<file path="config.mk">
export PLATFORM = sky130hd
export DESIGN_NAME = uart_cmd_ctrl
export DESIGN_NICKNAME = d
export VERILOG_FILES = /design/src/rtl/uart_cmd_ctrl.sv
export SDC_FILE = /design/constraint.sdc
export NUM_CORES = 1
export LEC_CHECK = 0
export ABC_AREA = 1
export CORE_UTILIZATION = 35
export DETAILED_ROUTE_END_ITERATION = 8
export PLACE_DENSITY = 0.52
export SETUP_SLACK_MARGIN = 0.05
export SLEW_MARGIN = 20
export SYNTH_ARGS = -nofsm -noshare
export SYNTH_HDL_FRONTEND = slang
export SYNTH_SLANG_ARGS = --single-unit
</file>
<file path="constraint.sdc">
create_clock -name clk_in -period 1.9 [get_ports clk_in]
set_clock_uncertainty 0.1 [all_clocks]
set_input_delay 0.475 -clock clk_in [delete_from_list [all_inputs] [get_ports clk_in]]
set_output_delay 0.475 -clock clk_in [all_outputs]
set_load 0.01 [all_outputs]
</file>
<file path="src/rtl/uart_cmd_ctrl.sv">
// Command-frame controller: assembles SYNC/CMD/PTR/DHI/DLO/CKS frames from UART bytes,
// validates them and issues one register request to the I2C master over req/ack.
module uart_cmd_ctrl #(
  parameter logic [7:0]  SYNC_BYTE      = 8'hA5,
  parameter int unsigned TIMEOUT_CYCLES = 50000,
  parameter logic [7:0]  CMD_WR         = 8'h01,
  parameter logic [7:0]  CMD_RD         = 8'h02
) (
  input  logic        clk_in,
  input  logic        n_rst,
  input  logic        rx_valid,
  input  logic [7:0]  rx_data,
  output logic        req_out,
  output logic [7:0]  cmd_out,
  output logic [7:0]  ptr_out,
  output logic [15:0] wdata_out,
  input  logic        ack_in,
  output logic        busy_out,
  output logic        frame_done,
  output logic        err_cksum,
  output logic        err_cmd,
  output logic        err_timeout,
  output logic        err_overrun
);

  localparam int unsigned CntW = $clog2(TIMEOUT_CYCLES);
  // Terminal check is made on the value the counter holds one cycle before it would
  // reach TIMEOUT_CYCLES-1, so the error pulse lands exactly on that cycle.
  localparam logic [CntW-1:0] CntTerm = CntW'(TIMEOUT_CYCLES - 2);

  typedef enum logic [2:0] {
    S_IDLE, S_CMD, S_PTR, S_DHI, S_DLO, S_CKS, S_ISSUE
  } state_e;

  state_e          state_q, state_d;
  logic [CntW-1:0] cnt_q, cnt_d;
  logic [7:0]      acc_q, acc_d;
  logic [7:0]      cmd_q, cmd_d;
  logic [7:0]      ptr_q, ptr_d;
  logic [7:0]      dhi_q, dhi_d;
  logic [7:0]      dlo_q, dlo_d;
  logic            req_q, req_d;
  logic            done_q, done_d;
  logic            cksum_q, cksum_d;
  logic            ecmd_q, ecmd_d;
  logic            tmo_q, tmo_d;
  logic            ovr_q, ovr_d;
  logic            in_frame;

  assign in_frame = (state_q == S_CMD) || (state_q == S_PTR) || (state_q == S_DHI) ||
                    (state_q == S_DLO) || (state_q == S_CKS);

  always_comb begin
    state_d = state_q;
    cnt_d   = cnt_q;
    acc_d   = acc_q;
    cmd_d   = cmd_q;
    ptr_d   = ptr_q;
    dhi_d   = dhi_q;
    dlo_d   = dlo_q;
    req_d   = req_q;
    done_d  = 1'b0;
    cksum_d = 1'b0;
    ecmd_d  = 1'b0;
    tmo_d   = 1'b0;
    ovr_d   = 1'b0;

    // A byte on the terminal cycle wins over the timeout.
    if (in_frame) begin
      if (rx_valid) begin
        cnt_d = '0;
      end else if (cnt_q == CntTerm) begin
        tmo_d   = 1'b1;
        state_d = S_IDLE;
        cnt_d   = '0;
      end else begin
        cnt_d = cnt_q + 1'b1;
      end
    end

    unique case (state_q)
      S_IDLE: begin
        if (rx_valid && (rx_data == SYNC_BYTE)) begin
          state_d = S_CMD;
          acc_d   = '0;
          cnt_d   = '0;
        end
      end
      S_CMD: begin
        if (rx_valid) begin
          cmd_d   = rx_data;
          acc_d   = acc_q ^ rx_data;
          state_d = S_PTR;
        end
      end
      S_PTR: begin
        if (rx_valid) begin
          ptr_d   = rx_data;
          acc_d   = acc_q ^ rx_data;
          state_d = S_DHI;
        end
      end
      S_DHI: begin
        if (rx_valid) begin
          dhi_d   = rx_data;
          acc_d   = acc_q ^ rx_data;
          state_d = S_DLO;
        end
      end
      S_DLO: begin
        if (rx_valid) begin
          dlo_d   = rx_data;
          acc_d   = acc_q ^ rx_data;
          state_d = S_CKS;
        end
      end
      S_CKS: begin
        if (rx_valid) begin
          if ((acc_q ^ rx_data) != 8'h00) begin
            cksum_d = 1'b1;
            state_d = S_IDLE;
          end else if ((cmd_q != CMD_WR) && (cmd_q != CMD_RD)) begin
            ecmd_d  = 1'b1;
            state_d = S_IDLE;
          end else begin
            req_d   = 1'b1;
            state_d = S_ISSUE;
          end
        end
      end
      S_ISSUE: begin
        // Completion takes precedence; a byte coinciding with ack is simply dropped.
        if (ack_in) begin
          req_d   = 1'b0;
          done_d  = 1'b1;
          state_d = S_IDLE;
        end else if (rx_valid) begin
          ovr_d = 1'b1;
        end
      end
      default: begin
        state_d = S_IDLE;
        req_d   = 1'b0;
      end
    endcase
  end

  always_ff @(posedge clk_in or negedge n_rst) begin
    if (!n_rst) begin
      state_q <= S_IDLE;
      cnt_q   <= '0;
      acc_q   <= '0;
      cmd_q   <= '0;
      ptr_q   <= '0;
      dhi_q   <= '0;
      dlo_q   <= '0;
      req_q   <= 1'b0;
      done_q  <= 1'b0;
      cksum_q <= 1'b0;
      ecmd_q  <= 1'b0;
      tmo_q   <= 1'b0;
      ovr_q   <= 1'b0;
    end else begin
      state_q <= state_d;
      cnt_q   <= cnt_d;
      acc_q   <= acc_d;
      cmd_q   <= cmd_d;
      ptr_q   <= ptr_d;
      dhi_q   <= dhi_d;
      dlo_q   <= dlo_d;
      req_q   <= req_d;
      done_q  <= done_d;
      cksum_q <= cksum_d;
      ecmd_q  <= ecmd_d;
      tmo_q   <= tmo_d;
      ovr_q   <= ovr_d;
    end
  end

  assign req_out     = req_q;
  assign cmd_out     = cmd_q;
  assign ptr_out     = ptr_q;
  assign wdata_out   = {dhi_q, dlo_q};
  assign busy_out    = (state_q != S_IDLE);
  assign frame_done  = done_q;
  assign err_cksum   = cksum_q;
  assign err_cmd     = ecmd_q;
  assign err_timeout = tmo_q;
  assign err_overrun = ovr_q;

endmodule

</file>
### Yosys cells after proc, flatten, opt, wreduce, memory -nomap -nowiden

Cells that the tools add are included.

* add/sub/neg operators: 1
* equal/unequal tests: 16
* muxes and demuxes: 41
* bitwise logic cells: 2
* reduce and logical (&&, ||, !) cells: 18

Operator list (count)
* 16-bit two-way mux: 5
* 3-bit two-way mux: 12
* 3-bit case mux with 7 select lines: 1
* 1-bit two-way mux: 19
* 16-bit by 1-bit adder with 16-bit output (second input constant): 1
* 16-bit equality test (second input constant): 1
* 8-bit two-way mux: 2
* 8-bit case mux with 2 select lines: 1
* 2-bit inequality test (second input constant): 5
* 3-bit equality test (second input constant): 3
* 8-bit equality test (second input constant): 1
* 8-bit by 1-bit inequality test with 1-bit output (second input constant): 1
* 8-bit by 2-bit inequality test with 1-bit output (second input constant): 1
* 2-bit AND reduction: 4
* 8-bit nonzero test: 1
* 8-bit bitwise XOR: 1
* 3-bit by 2-bit equality test with 1-bit output (second input constant): 2
* 5-bit AND reduction: 1
* 5-bit OR reduction: 1
* 1-bit logical OR: 4
* 4-bit OR reduction: 1
* 3-bit by 1-bit equality test with 1-bit output (second input constant): 1
* 3-bit zero test: 1
* 1-bit case mux with 3 select lines: 1
* 6 further kinds: 7

* register bits after elaboration: 65
* input bits: 12
* output and inout port bits: 39

### Longest topological paths before layout

Gate-level depths: netlist (run 1).

* word-level depth: 8
* gate-level depth with buffers: 13
* mapped depth without buffers: 13

### Worst setup path after synthesis (run 1)

OpenSTA, ideal clock, no wires.

* kind: reg-to-reg
* start point: reg cnt_q[0]
* end point: reg cnt_q[5]
* library setup time: 0.120 ns
* arrival time: 1.444 ns
* required time: 1.680 ns
* path slack: 0.237 ns
* stages on the path, launching flop included: 13
* path buffers: 0
* clock period less this slack: 1.663 ns
* cells stage by stage: dfrtp_1 inv_1 ha_1 inv_1 nor2_1 nand2_1 nor2_1 nand2_1 nand2_1 nand2_1 nand2_2 inv_2 and3_1

* word-level cells in the longest chain between the ends: 6
* elaborated cells on any way between the ends: 7

Ends and longest elaborated chain
* from (decl): line 36 `logic [CntW-1:0] cnt_q, cnt_d;`
* from (signal assigned): line 165 `cnt_q <= cnt_d;`
* 16-bit by 1-bit adder with 16-bit output or 16-bit equality test (tied branches): line 77, 72
* 16-bit two-way mux (*): line 72 `end else if (cnt_q == CntTerm) begin`
* 16-bit two-way mux (*): line 70 `if (rx_valid) begin`
* 16-bit two-way mux (*): line 69 `if (in_frame) begin`
* 16-bit two-way mux: line 83 `if (rx_valid && (rx_data == SYNC_BYTE)) begin`
* 16-bit two-way mux (*): line 81 `unique case (state_q)`
* named net cnt_d[5]: line 36

The timed path passes the listed nets; every way through them passes the cells marked *.
A chain may end at the register's enable or synchronous reset.

### Worst setup path in the final report (run 1)

* start point: in rx_data[3]
* end point: reg acc_q[5]

* word-level cells in the longest chain between the ends: 4

Ends and longest elaborated chain
* from (decl): line 12 `input logic [7:0] rx_data,`
* 8-bit equality test: line 83
* 1-bit logical AND: line 83
* 2-bit inequality test (no line)
* 3-bit AND reduction (no line)
* to (signal assigned): line 152 `acc_q <= '0;`
* to (signal assigned): line 166 `acc_q <= acc_d;`
* to (decl): line 37 `logic [7:0] acc_q, acc_d;`

Every way passes these cells.

==> impl_metrics.py, run 1 <==
metrics = {
    "synthesis": {
        "yosysWarnings": 0,
        "seq_area_frac_synth_pct": 49.7,
        "yosysTopAreaCell": "dfrtp_1",
        "synthesis.nets": 434,
        "synthTopCellsByArea": "dfrtp_1 50%, nand2_1 14%, o21ai_0 5.5%",
        "ys_types": 29,
        "avgSynthCellArea_sq_um": 7.80,
        "syn_area_sq_mm": 0.00328,
        "synth-seq-cells": 65,
        "syn-instance-count": 420,
        "yosysTopAreaCellShare_pct": 49.7,
    },
    "route": {
        "wl_per_cell_microns": 14.3,
        "ant_nets": 0,
        "drt-total-wl_microns": 9130,
        "vias": 3081,
        "drc": 0,
        "first_pass_iters": 4,
        "drt_iter0_drc": 113,
        "drt-vias-per-instance": 4.84,
    },
    "global_routing": {
        "grt_pass1_vias": 3055,
        "grt_first_pass_wirelength_microns": 15000,
        "track_usage_pct": 19.8,
        "grt_overflow_total": 0,
        "antenna_found_initial": 0,
        "grt_start_max_net_pins": 66,
    },
    "power": {
        "clock_power_share_pct": 20.0,
        "power_leakage_nw": 2.43,
        "p_int_w": 0.00383,
        "pwr-share-seq_pct": 34.1,
        "p_comb_share_pct": 45.9,
        "power.density_mw_per_mm2": 1390,
        "ir_worst_vdd_v": 0.000643,
        "p_switching_w": 0.00247,
        "switching_share_pct": 39.2,
    },
    "sta": {
        "final_hold_viol_count": 0,
        "hold_slack_ps": 18.6,
        "max_freq_ghz": 0.560,
        "tightest_slew_ps": 450,
        "timing.final.crit_share_pct": 94.0,
        "slew_viol_final": 0,
        "setup_viol": 0,
        "final.min_clock_period_ps": 1790,
        "tns_ps": 0,
        "rsz0062_at_grt": "no",
        "worst_slew_margin_rel_pct": 69.9,
    },
    "clocking": {
        "clock_path_buffers": 2,
        "clkLatencyLatePin_ps": 350,
        "cts_made_buffers": 9,
        "root_buffer": "clkbuf_8",
        "hold_buffers": 0,
        "h-tree-depth": 3,
        "cts_tree": "built",
        "clock_sinks": 65,
        "path_clk_slew_ps": 80,
    },
    "layout": {
        "area_growth_syn_to_layout_pct": 38.7,
        "fillers": 864,
        "antenna_cells": 0,
        "fin_nets": 538,
        "drive_above_1_share_pct": 19.1,
        "layout.cells.non_filler": 637,
    },
    "worst_hold_path": {
        "hp-class": "in -> async",
    },
    "setup_path": {
        "worstSetupPathType": "in -> reg",
        "end_kind": "flop",
        "cp_data_required_time_ps": 2070,
        "crit_fanout": 8,
        "arrival_ps": 1950,
        "startpoint_type": "input port",
    },
    "floorplanning": {
        "rows": 34,
        "start_util_pct": 36.8,
        "die-height_microns": 98.7,
        "ioPinCount": 51,
        "dieWidth_microns": 98.7,
        "design.die.area_sq_mm": 0.00975,
        "core_sq_mm": 0.00889,
    },
    "place": {
        "place.gp.congestion": 0.854,
        "io_buffers": 50,
        "place_inst": 608,
        "place_hpwl_microns": 6300,
    },
    "status": {
        "status": "complete, no violations",
    },
    "run": {
        "drv_cap": 0,
    },
}
-- state kept, by name (all words and copies together) (netlist names) --
signal and count:
cmd_out 8, acc_q 8, cnt_q 16, err_cksum 1, req_out 1, frame_done 1
err_timeout 1, err_overrun 1, state_q 3, dhi_q 8, err_cmd 1, dlo_q 8
ptr_out 8
-- cells in the mapped netlist --
master and instances:
nand2_1 120, dfrtp_1 65, inv_1 45, nor2_1 44, o21ai_0 36, nand3_1 24, nand4_1 17, nor3_1 14
a21oi_1 7, o21ai_1 7, nand2_2 5, buf_2 4, buf_6 4, inv_2 4, nand3_2 3, nor3_2 3
nor4_1 3, and3_1 2, ha_1 2, nor3b_1 2, a31oi_1 1, and2_1 1, clkbuf_1 1, nand2_4 1
nand3_4 1, nand3b_1 1, nor2_2 1, o211ai_1 1, o21ai_2 1
-- critical path, stage by stage --
cell             delay [ps]
clkdlybuf4s50_1         440
inv_1                   130
nand4_1                 120
nor2_1                  150
nand3_2                 160
nand2_4                 120
clkbuf_4                190
nand4_1                  80
o21ai_0                  90
-- cell families (layout without fill, tap and decap cells) --
kind of cell	count (synthesis)	count (layout)	share of synthesized area, %
and+or+nand+nor	242	242	33.5
DFF	65	65	49.7
buffers and inverters	58	167	7.72
AOI/OAI and AO/OA	53	53	8.33
adders and majority gates	2	2	0.764
-- placed cells by master (no fill, tap or decap), types with 16 or more instances in the layout --
cell and instances:
nand2_1 119, dfrtp_1 64, buf_4 48, inv_1 43, nor2_1 39, o21ai_0 36, nand3_1 23, nand4_1 17
dlymetal6s2s_1 17, dlygate4sd2_1 16
-- final cells by class --
class	count	area, sq um	area share (%)
clock buffer	11	151	3.33
clock inverter	5	62.6	1.38
inverter	49	184	4.05
multi-input combinational	297	1440	31.7
sequential	65	1630	35.8
tap	108	135	2.97
timing repair buffer	102	941	20.7
-- worst paths after layout --
path	to	slack [ps]	startpoint	cells past startpoint
max in group asynchronous	acc_q[2]	1370	n_rst	2
min in group clk_in	req_out	390	req_out	2
max reg2reg	cnt_q[10]	170	state_q[0]	7
min	cnt_q[3]	20	n_rst	2
min reg2reg	req_out	390	req_out	2
max	acc_q[5]	110	rx_data[3]	9
-- power by group through the flow --
stage	clock network (W)	registers [W]	logic (W)
after floorplan	0	0.00230	0.00133
after global routing	0.00137	0.00220	0.00324
final	0.00126	0.00215	0.00289
after detailed placement	0	0.00217	0.00281
after CTS	0.00131	0.00216	0.00279
after global placement	0	0.00218	0.00278
-- metrics by stage --
| step | cell area [sq um] | total power (W) | worst slack (ps) | util, % |
|---|---|---|---|---|
| floorplan | 3280 | 0.00363 | 237 | - |
| global placement | 4170 | 0.00496 | -275 | 46.9 |
| detailed placement | 4170 | 0.00498 | -273 | 46.9 |
| CTS | 4390 | 0.00625 | 9.84 | 49.4 |
| global route | 4540 | 0.00681 | 30.6 | 51.1 |
| finish | 4540 | 0.00631 | 114 | 51.1 |
-- what timing repair did --
| action | in CTS | in global routing |
|---|---|---|
| pin swaps | 1 | 5 |
| setup endpoints to repair | 17 | 37 |
| gates resized for setup | 22 | 30 |
| setup buffers | 3 | 10 |
-- per-layer routing --
layer / global-route usage (%) / share of wire (%) / vias up
met5: 0 / 0 / -
met3: 5.82 / 4.2 / 10
li1: - / - / 1579
met1: 26.1 / 47 / 1431
met4: 6.89 / 1.2 / 0
met2: 31.1 / 47 / 61
Note: power is estimated with default switching activity, not from simulation.
==> run 2, diff against run 1 <==
--- a/config.mk
+++ b/config.mk
@@ -6,6 +6,7 @@
 export NUM_CORES = 1
 export LEC_CHECK = 0
 export ABC_AREA = 1
+export CORE_MARGIN = 4
 export CORE_UTILIZATION = 35
 export DETAILED_ROUTE_END_ITERATION = 8
 export PLACE_DENSITY = 0.52
==> impl_metrics.py, run 2 (synthesized netlist as in run 1, its figures left out) <==
metrics = {
    "status": {
        "status": "complete, no violations",
    },
    "global_routing": {
        "grt_first_pass_wirelength_microns": 14500,
        "grt_overflow_total": 0,
        "grt_start_max_net_pins": 28,
        "track_usage_pct": 16.4,
        "antenna_found_initial": 0,
        "grt_pass1_vias": 2931,
    },
    "route": {
        "dr_wl_met2_microns": 4050,
        "vias": 3057,
        "ant_nets": 0,
        "highest_layer": "met4",
        "wl_met3_microns": 489,
        "drt-met1-wl_microns": 4170,
        "drt-vias-per-instance": 4.81,
        "drc": 0,
        "drt-total-wl_microns": 8740,
        "first_pass_iters": 4,
        "wl_per_cell_microns": 13.7,
        "drt_iter0_drc": 143,
    },
    "floorplanning": {
        "core_sq_mm": 0.00920,
        "ioPinCount": 51,
        "rows": 35,
        "design.die.area_sq_mm": 0.0110,
        "die-height_microns": 105,
        "dieWidth_microns": 105,
        "start_util_pct": 35.6,
    },
    "power": {
        "power_leakage_nw": 2.34,
        "ir_worst_vdd_v": 0.000688,
        "p_switching_w": 0.00248,
        "power_w": 0.00620,
        "clock_power_share_pct": 20.3,
        "pwr-share-seq_pct": 34.8,
        "p_comb_share_pct": 44.9,
        "p_int_w": 0.00372,
        "switching_share_pct": 40.0,
        "power.density_mw_per_mm2": 1370,
    },
    "layout": {
        "mostFrequentLayoutCell": "nand2_1",
        "layout.cells.non_filler": 636,
        "final_util_pct": 49.1,
        "area_growth_syn_to_layout_pct": 37.8,
        "top_register": "cnt_q",
        "fin_nets": 534,
        "final_cell_mix": "118 x nand2_1, 65 x dfrtp_1, 42 x inv_1, 42 x buf_4, 41 x nor2_1",
        "antenna_cells": 0,
        "drive_above_1_share_pct": 18.1,
        "design_area_sq_mm": 0.00451,
        "largest_register_ffs": 16,
        "fillers": 936,
    },
    "sta": {
        "setup_viol": 0,
        "final.min_clock_period_ps": 1800,
        "max_freq_ghz": 0.555,
        "rsz0062_at_grt": "yes",
        "tightest_slew_ps": 485,
        "final_hold_viol_count": 0,
        "timing.final.crit_share_pct": 94.8,
        "setup_ws_ps": 98.6,
        "worst_slew_margin_rel_pct": 67.7,
        "slew_viol_final": 0,
    },
    "clocking": {
        "clock_path_buffers": 2,
        "clkLatencyLatePin_ps": 340,
        "root_buffer": "clkbuf_8",
        "path_clk_slew_ps": 90,
        "h-tree-depth": 3,
        "cts_tree": "built",
        "clock_sinks": 65,
        "cts_made_buffers": 9,
    },
    "place": {
        "io_buffers": 50,
        "place.gp.congestion": 0.833,
        "dpl_cell_area_sq_mm": 0.00421,
        "place_inst": 615,
        "dp_slack_ps": -331,
        "place_hpwl_microns": 6560,
    },
    "setup_path": {
        "critPathBufInv": 1,
        "crit_fanout": 2,
        "cpMaxStageDelayCell": "clkdlybuf4s50_1",
        "worstSetupPathType": "reg -> out",
        "startpoint_type": "flop",
        "cpPeakStageDelay_ps": 530,
        "crit_chain": "clkdlybuf4s50_1",
        "cp_top_family": "buffers and inverters",
        "end_kind": "output port",
        "cp_data_required_time_ps": 1320,
        "arrival_ps": 1230,
    },
    "worst_hold_path": {
        "hp-class": "reg -> reg",
    },
    "run": {
        "drv_cap": 0,
    },
}
run 2: power groups by stage:
stage          Clock, W  Combinational (W)  Sequential [W]
6_report        0.00126            0.00278         0.00216
5_1_grt         0.00136            0.00313         0.00223
4_1_cts         0.00130            0.00270         0.00216
3_5_place_dp          0            0.00279         0.00219
3_3_place_gp          0            0.00276         0.00218
2_1_floorplan         0            0.00133         0.00230
run 2: per-stage QoR:
| stage | hold WS, ps | TNS (ps) |
|---|---|---|
| after floorplan | 79.4 | 0 |
| after global placement | 367 | -7090 |
| after detailed placement | 369 | -7770 |
| after CTS | 391 | 0 |
| after global routing | 417 | 0 |
| final | 384 | 0 |
run 2: final timing paths:
| path | slack, ps | from | cells after the start | to |
|---|---|---|---|---|
| worst max-delay path | 100 | dhi_q[2] | 1 | wdata_out[10] |
| worst min-delay path | 380 | req_out | 2 | req_out |
| worst max register to register | 160 | state_q[0] | 8 | cnt_q[10] |
| worst min register to register | 380 | req_out | 2 | req_out |
| max in group asynchronous | 660 | n_rst | 3 | acc_q[4] |
| min in group asynchronous | 530 | n_rst | 2 | cnt_q[14] |
run 2: what timing repair did:
| action | 4_1_cts | 5_1_grt |
|---|---|---|
| pin swaps | 1 | 4 |
| gates resized for setup | 25 | 27 |
| setup buffers | 2 | 2 |
| hold buffers | 1 | 0 |
| endpoints found under the hold margin | 7 | 0 |
| setup endpoints to repair | 22 | 35 |
run 2: final cells by class:
class                      count  area [sq um]  share of cell area, %
timing repair buffer          98           918                   20.3
inverter                      49           186                   4.13
clock inverter                 7          83.8                   1.86
multi-input combinational    297          1440                   31.8
clock buffer                   9           124                   2.74
tap                          111           139                   3.08
sequential                    65          1630                   36.0
run 2: metal layers:
| metal | GRT usage (%) | up-vias |
|---|---|---|
| li1 | - | 1572 |
| met1 | 22.8 | 1416 |
| met2 | 25.4 | 67 |
| met3 | 5.44 | 2 |
| met4 | 2.53 | 0 |
| met5 | 0 | - |
==> run 3, diff against run 2 <==
--- a/config.mk
+++ b/config.mk
@@ -9,9 +9,11 @@
 export CORE_MARGIN = 4
 export CORE_UTILIZATION = 35
 export DETAILED_ROUTE_END_ITERATION = 8
+export GPL_TIMING_DRIVEN = 0
 export PLACE_DENSITY = 0.52
 export SETUP_SLACK_MARGIN = 0.05
 export SLEW_MARGIN = 20
 export SYNTH_ARGS = -nofsm -noshare
 export SYNTH_HDL_FRONTEND = slang
 export SYNTH_SLANG_ARGS = --single-unit
+export TNS_END_PERCENT = 20
==> impl_metrics.py, run 3 (synthesized netlist as in run 1, its figures left out) <==
metrics = {
    "layout": {
        "multi_input_area_sq_mm": 0.00148,
        "largest_register_ffs": 16,
        "final_cell_mix": "117 x nand2_1, 63 x dfrtp_1, 38 x nor2_1",
        "antenna_cells": 0,
        "fillers": 945,
        "register_area_sq_mm": 0.00163,
        "area_growth_syn_to_layout_pct": 35.6,
        "layout.cells.non_filler": 614,
        "fin_nets": 512,
        "mostFrequentLayoutCell": "nand2_1",
        "final_util_pct": 48.3,
        "drive_above_1_share_pct": 17.7,
        "design_area_sq_mm": 0.00444,
        "top_register": "cnt_q",
    },
    "global_routing": {
        "grt_first_pass_wirelength_microns": 14700,
        "antenna_found_initial": 0,
        "grt_overflow_total": 0,
        "grt_pass1_vias": 2934,
        "track_usage_pct": 16.5,
        "grt_start_max_net_pins": 52,
    },
    "clocking": {
        "root_buffer": "clkbuf_8",
        "path_clk_slew_ps": 70,
        "clkLatencyLatePin_ps": 350,
        "cts_tree": "built",
        "h-tree-depth": 3,
        "cts_made_buffers": 9,
        "clock_path_buffers": 2,
        "clock_sinks": 65,
    },
    "sta": {
        "final.min_clock_period_ps": 1800,
        "slew_viol_final": 0,
        "max_freq_ghz": 0.554,
        "setup_viol": 0,
        "tightest_slew_ps": 463,
        "final_hold_viol_count": 0,
        "timing.final.crit_share_pct": 95.0,
        "worst_slew_margin_rel_pct": 69.0,
        "rsz0062_at_grt": "yes",
        "hold_slack_ps": 375,
    },
    "route": {
        "ant_nets": 0,
        "first_pass_iters": 4,
        "drt_iter0_drc": 112,
        "drt-vias-per-instance": 4.88,
        "drt-total-wl_microns": 8870,
        "drc": 0,
        "wl_per_cell_microns": 14.5,
        "vias": 2995,
    },
    "power": {
        "ir_worst_vdd_v": 0.000717,
        "power_leakage_nw": 2.43,
        "power_w": 0.00623,
        "power.density_mw_per_mm2": 1400,
    },
    "floorplanning": {
        "start_util_pct": 35.6,
        "rows": 35,
        "die-height_microns": 105,
        "dieWidth_microns": 105,
        "ioPinCount": 51,
        "design.die.area_sq_mm": 0.0110,
        "core_sq_mm": 0.00920,
    },
    "place": {
        "place_inst": 582,
        "place_hpwl_microns": 6340,
        "place.gp.congestion": 0.842,
        "io_buffers": 50,
        "dpl_cell_area_sq_mm": 0.00394,
    },
    "worst_hold_path": {
        "min_from": "req_out",
        "hp-class": "reg -> reg",
    },
    "setup_path": {
        "arrival_ps": 1230,
        "crit_fanout": 9,
        "r2r-start": "cnt_q[0]",
        "end_kind": "output port",
        "worstSetupPathType": "reg -> out",
        "cp_data_required_time_ps": 1320,
        "startpoint_type": "flop",
        "setup.worst_path.start": "state_q[0]",
    },
    "run": {
        "drv_cap": 0,
    },
    "status": {
        "status": "complete, no violations",
    },
}
-- run 3: changes by cell type in the layout (fill, tap and decap cells not counted), sizes merged --
cell / before / now
buf: 49 / 26
clkbuf: 9 / 10
inv: 53 / 54
dlygate4sd2: 20 / 2
clkinv: 1 / 0
dlymetal6s2s: 11 / 31
clkdlybuf4s50: 17 / 15
-- run 3: routing by layer --
layer	track usage [%]	vias up	share of wire, %
met3	6.55	9	6.9
li1	-	1523	-
met4	3.75	0	1.2
met1	22.3	1392	46
met5	0	-	0
met2	25.1	71	46
-- run 3: worst max-delay path, stage by stage (launching register included) --
cell     delay, ps
dfrtp_1        380
buf_6          140
nor3_4         180
inv_2           70
buf_6          120
-- run 3: timing repair --
item	in CTS	in global routing
hold buffers	1	0
endpoints found under the setup margin	40	73
pin swaps	2	9
hold endpoints to repair	14	0
setup buffers	9	6
gates resized for setup	13	62
-- run 3: area by class of cell --
class                      count  share of cell area (%)
multi-input combinational    297                    33.4
timing repair buffer          67                    16.4
clock buffer                   9                    2.79
clock inverter                 7                    1.89
sequential                    65                    36.7
tap                          111                    3.13
buffer                         9                    1.58
inverter                      49                    4.20
-- run 3: path summary, 6_finish.rpt --
check	endpoint	slack (ps)	cells past startpoint
setup / recovery	busy_out	100	4
hold / removal	req_out	370	2
setup reg to reg	cnt_q[5]	150	12
hold reg to reg	req_out	370	2
max in group asynchronous	cnt_q[14]	750	3
min in group asynchronous	cnt_q[3]	420	2
-- run 3: metrics by stage --
stage	setup slack [ps]	setup TNS, ps
3_3_place_gp	-2090	-151480
6_report	95.2	0
5_1_grt	22.7	0
2_1_floorplan	237	0
4_1_cts	2.64	0
3_5_place_dp	-443	-16190
-- run 3: report_power, final --
| group | internal, W | leakage, nW | switching (W) |
|---|---|---|---|
| logic | 0.00125 | 1.48 | 0.00155 |
| registers | 0.00185 | 0.850 | 0.000311 |
| clock network | 0.000634 | 0.103 | 0.000633 |
==> patch, RTL diff (config.mk and constraints of run 3) <==
The 7 states of `state_e` get a Gray code encoding in 3 bits.
--- a/src/rtl/uart_cmd_ctrl.sv
+++ b/src/rtl/uart_cmd_ctrl.sv
@@ -29,7 +29,7 @@
   localparam logic [CntW-1:0] CntTerm = CntW'(TIMEOUT_CYCLES - 2);
 
   typedef enum logic [2:0] {
-    S_IDLE, S_CMD, S_PTR, S_DHI, S_DLO, S_CKS, S_ISSUE
+    S_IDLE = 3'b000, S_CMD = 3'b001, S_PTR = 3'b011, S_DHI = 3'b010, S_DLO = 3'b110, S_CKS = 3'b111, S_ISSUE = 3'b101
   } state_e;
 
   state_e          state_q, state_d;
Formal check against the unedited RTL: same outputs for any inputs over 10 cycles, from zero or initial values and one cycle with n_rst low; not proved beyond that.
==> patch against run 3 <==
Final area shrank 0.99%. Utilization rose by 1.6 points. Area after synthesis is 2.8% lower. Combinational power shrank 35%. Sequential cell count unchanged. Sequential power shrank 5%. Power shrank 18%. Sequential share of layout area grew 0.39 points. Setup slack worse by 0.030 ns. Routed wire length decreased by 3.0%.
==> patch: results <==
[synthesis]
synth_area_leaders = "dfrtp_1, nand2_1, o21ai_0"
synth_cell_types = 34
synthCells = 395
syn_nets = 409
yosys-top-cells-count = "nand2_1, dfrtp_1, nor2_1"

[setup_path]
crit_fanout = 6
worstPathArrival_ns = 1.26

[place]
dp_cells = 554
dp_worst_setup_slack_ns = -0.486
hpwl_mm = 6.13
gp_congestion = 0.897

[global_routing]
grt_pass1_wl_mm = 13.7
first_global_vias = 2684
grt_max_degree = 42
met2_usage_pct = 26.2
track_usage_pct = 16.7
use_met3_pct = 3.55
met1_usage_pct = 23.3

[detailed_routing]
wl_met2_mm = 3.96
met1Wirelength_mm = 4.16
drt_iter0_markers = 129
met3_length_um = 411
wl_mm = 8.61
vias = 2838

[outcome]
status = "finished, final reports clean"

[final_layout]
stdcell_count = 594
layout-drive-gt1-share_pct = 18.3
n_fill_cell = 853
fin_nets = 495

[sta]
worst_slew_pin_slew_ns = 0.348

[power_and_ir_drop]
p_switching_w = 0.00182
peakVddDrop_v = 0.000428
p_leak_nw = 2.42
==> patch: through the flow <==
step / util [%] / hold slack, ns / power [W] / cell area (sq um)
floorplan: - / 0.0794 / 0.00296 / 3180
global placement: 43.4 / 0.369 / 0.00376 / 3820
detailed placement: 43.6 / 0.312 / 0.00379 / 3840
CTS: 46.6 / 0.392 / 0.00503 / 4100
global route: 50.0 / 0.410 / 0.00545 / 4400
finish: 50.0 / 0.386 / 0.00508 / 4400
==> patch: logic make-up (layout without fill, tap and decap cells) <==
logic type | Yosys count | in the layout | share of synthesized area [%]
adder cells (fa/ha/maj) | 2 | 2 | 0.786
flip-flops | 65 | 65 | 51.1
AO/OA/AOI/OAI | 60 | 60 | 10.4
XOR/XNOR | 7 | 7 | 1.93
AND/OR/NAND/NOR | 208 | 208 | 29.0
buffers and inverters | 53 | 144 | 6.80
==> patch: path summary, 6_finish.rpt <==
check                                       startpoint                endpoint  slack, ns  cells past startpoint
worst max-delay path              state_q[1]$_DFF_PN0_                busy_out       0.07                      6
worst min-delay path            ptr_out[6]$_DFFE_PN0P_  ptr_out[6]$_DFFE_PN0P_       0.39                      2
worst max register to register      cnt_q[0]$_DFF_PN0_      cnt_q[8]$_DFF_PN0_       0.14                     12
worst min register to register  ptr_out[6]$_DFFE_PN0P_  ptr_out[6]$_DFFE_PN0P_       0.39                      2
max in group asynchronous                        n_rst    state_q[0]$_DFF_PN0_       0.68                      3
min in group asynchronous                        n_rst    dlo_q[6]$_DFFE_PN0P_       0.47                      2
==> patch: final cells by class <==
| type | count | area, sq um | share of cell area [%] |
|---|---|---|---|
| sequential | 65 | 1630 | 37.1 |
| tap | 108 | 135 | 3.07 |
| buffer | 9 | 65.1 | 1.48 |
| clock buffer | 9 | 124 | 2.82 |
| clock inverter | 7 | 71.3 | 1.62 |
| timing repair buffer | 75 | 790 | 17.9 |
| inverter | 44 | 165 | 3.75 |
| multi-input combinational | 277 | 1420 | 32.3 |
==> patch: worst max-delay path: stages, from the launching register on <==
cell and delay (ns):
dfrtp_1 0.38, buf_6 0.13, nor2_4 0.08, inv_2 0.05, nor2_4 0.11, inv_1 0.04, buf_2 0.13
==> patch: what timing repair did <==
item / in CTS / in global routing
resized for setup: 15 / 50
pin swaps: 4 / 3
hold endpoints to repair: 24 / 0
cloned: 0 / 1
endpoints found under the setup margin: 43 / 56
setup buffers: 4 / 18
hold buffers: 1 / 0
==> patch: power by group through the flow <==
stage	Combinational (W)	Sequential, W	Clock [W]
3_3_place_gp	0.00167	0.00209	0
5_1_grt	0.00205	0.00211	0.00129
6_report	0.00183	0.00206	0.00119
2_1_floorplan	0.000798	0.00216	0
3_5_place_dp	0.00171	0.00209	0
4_1_cts	0.00175	0.00206	0.00121
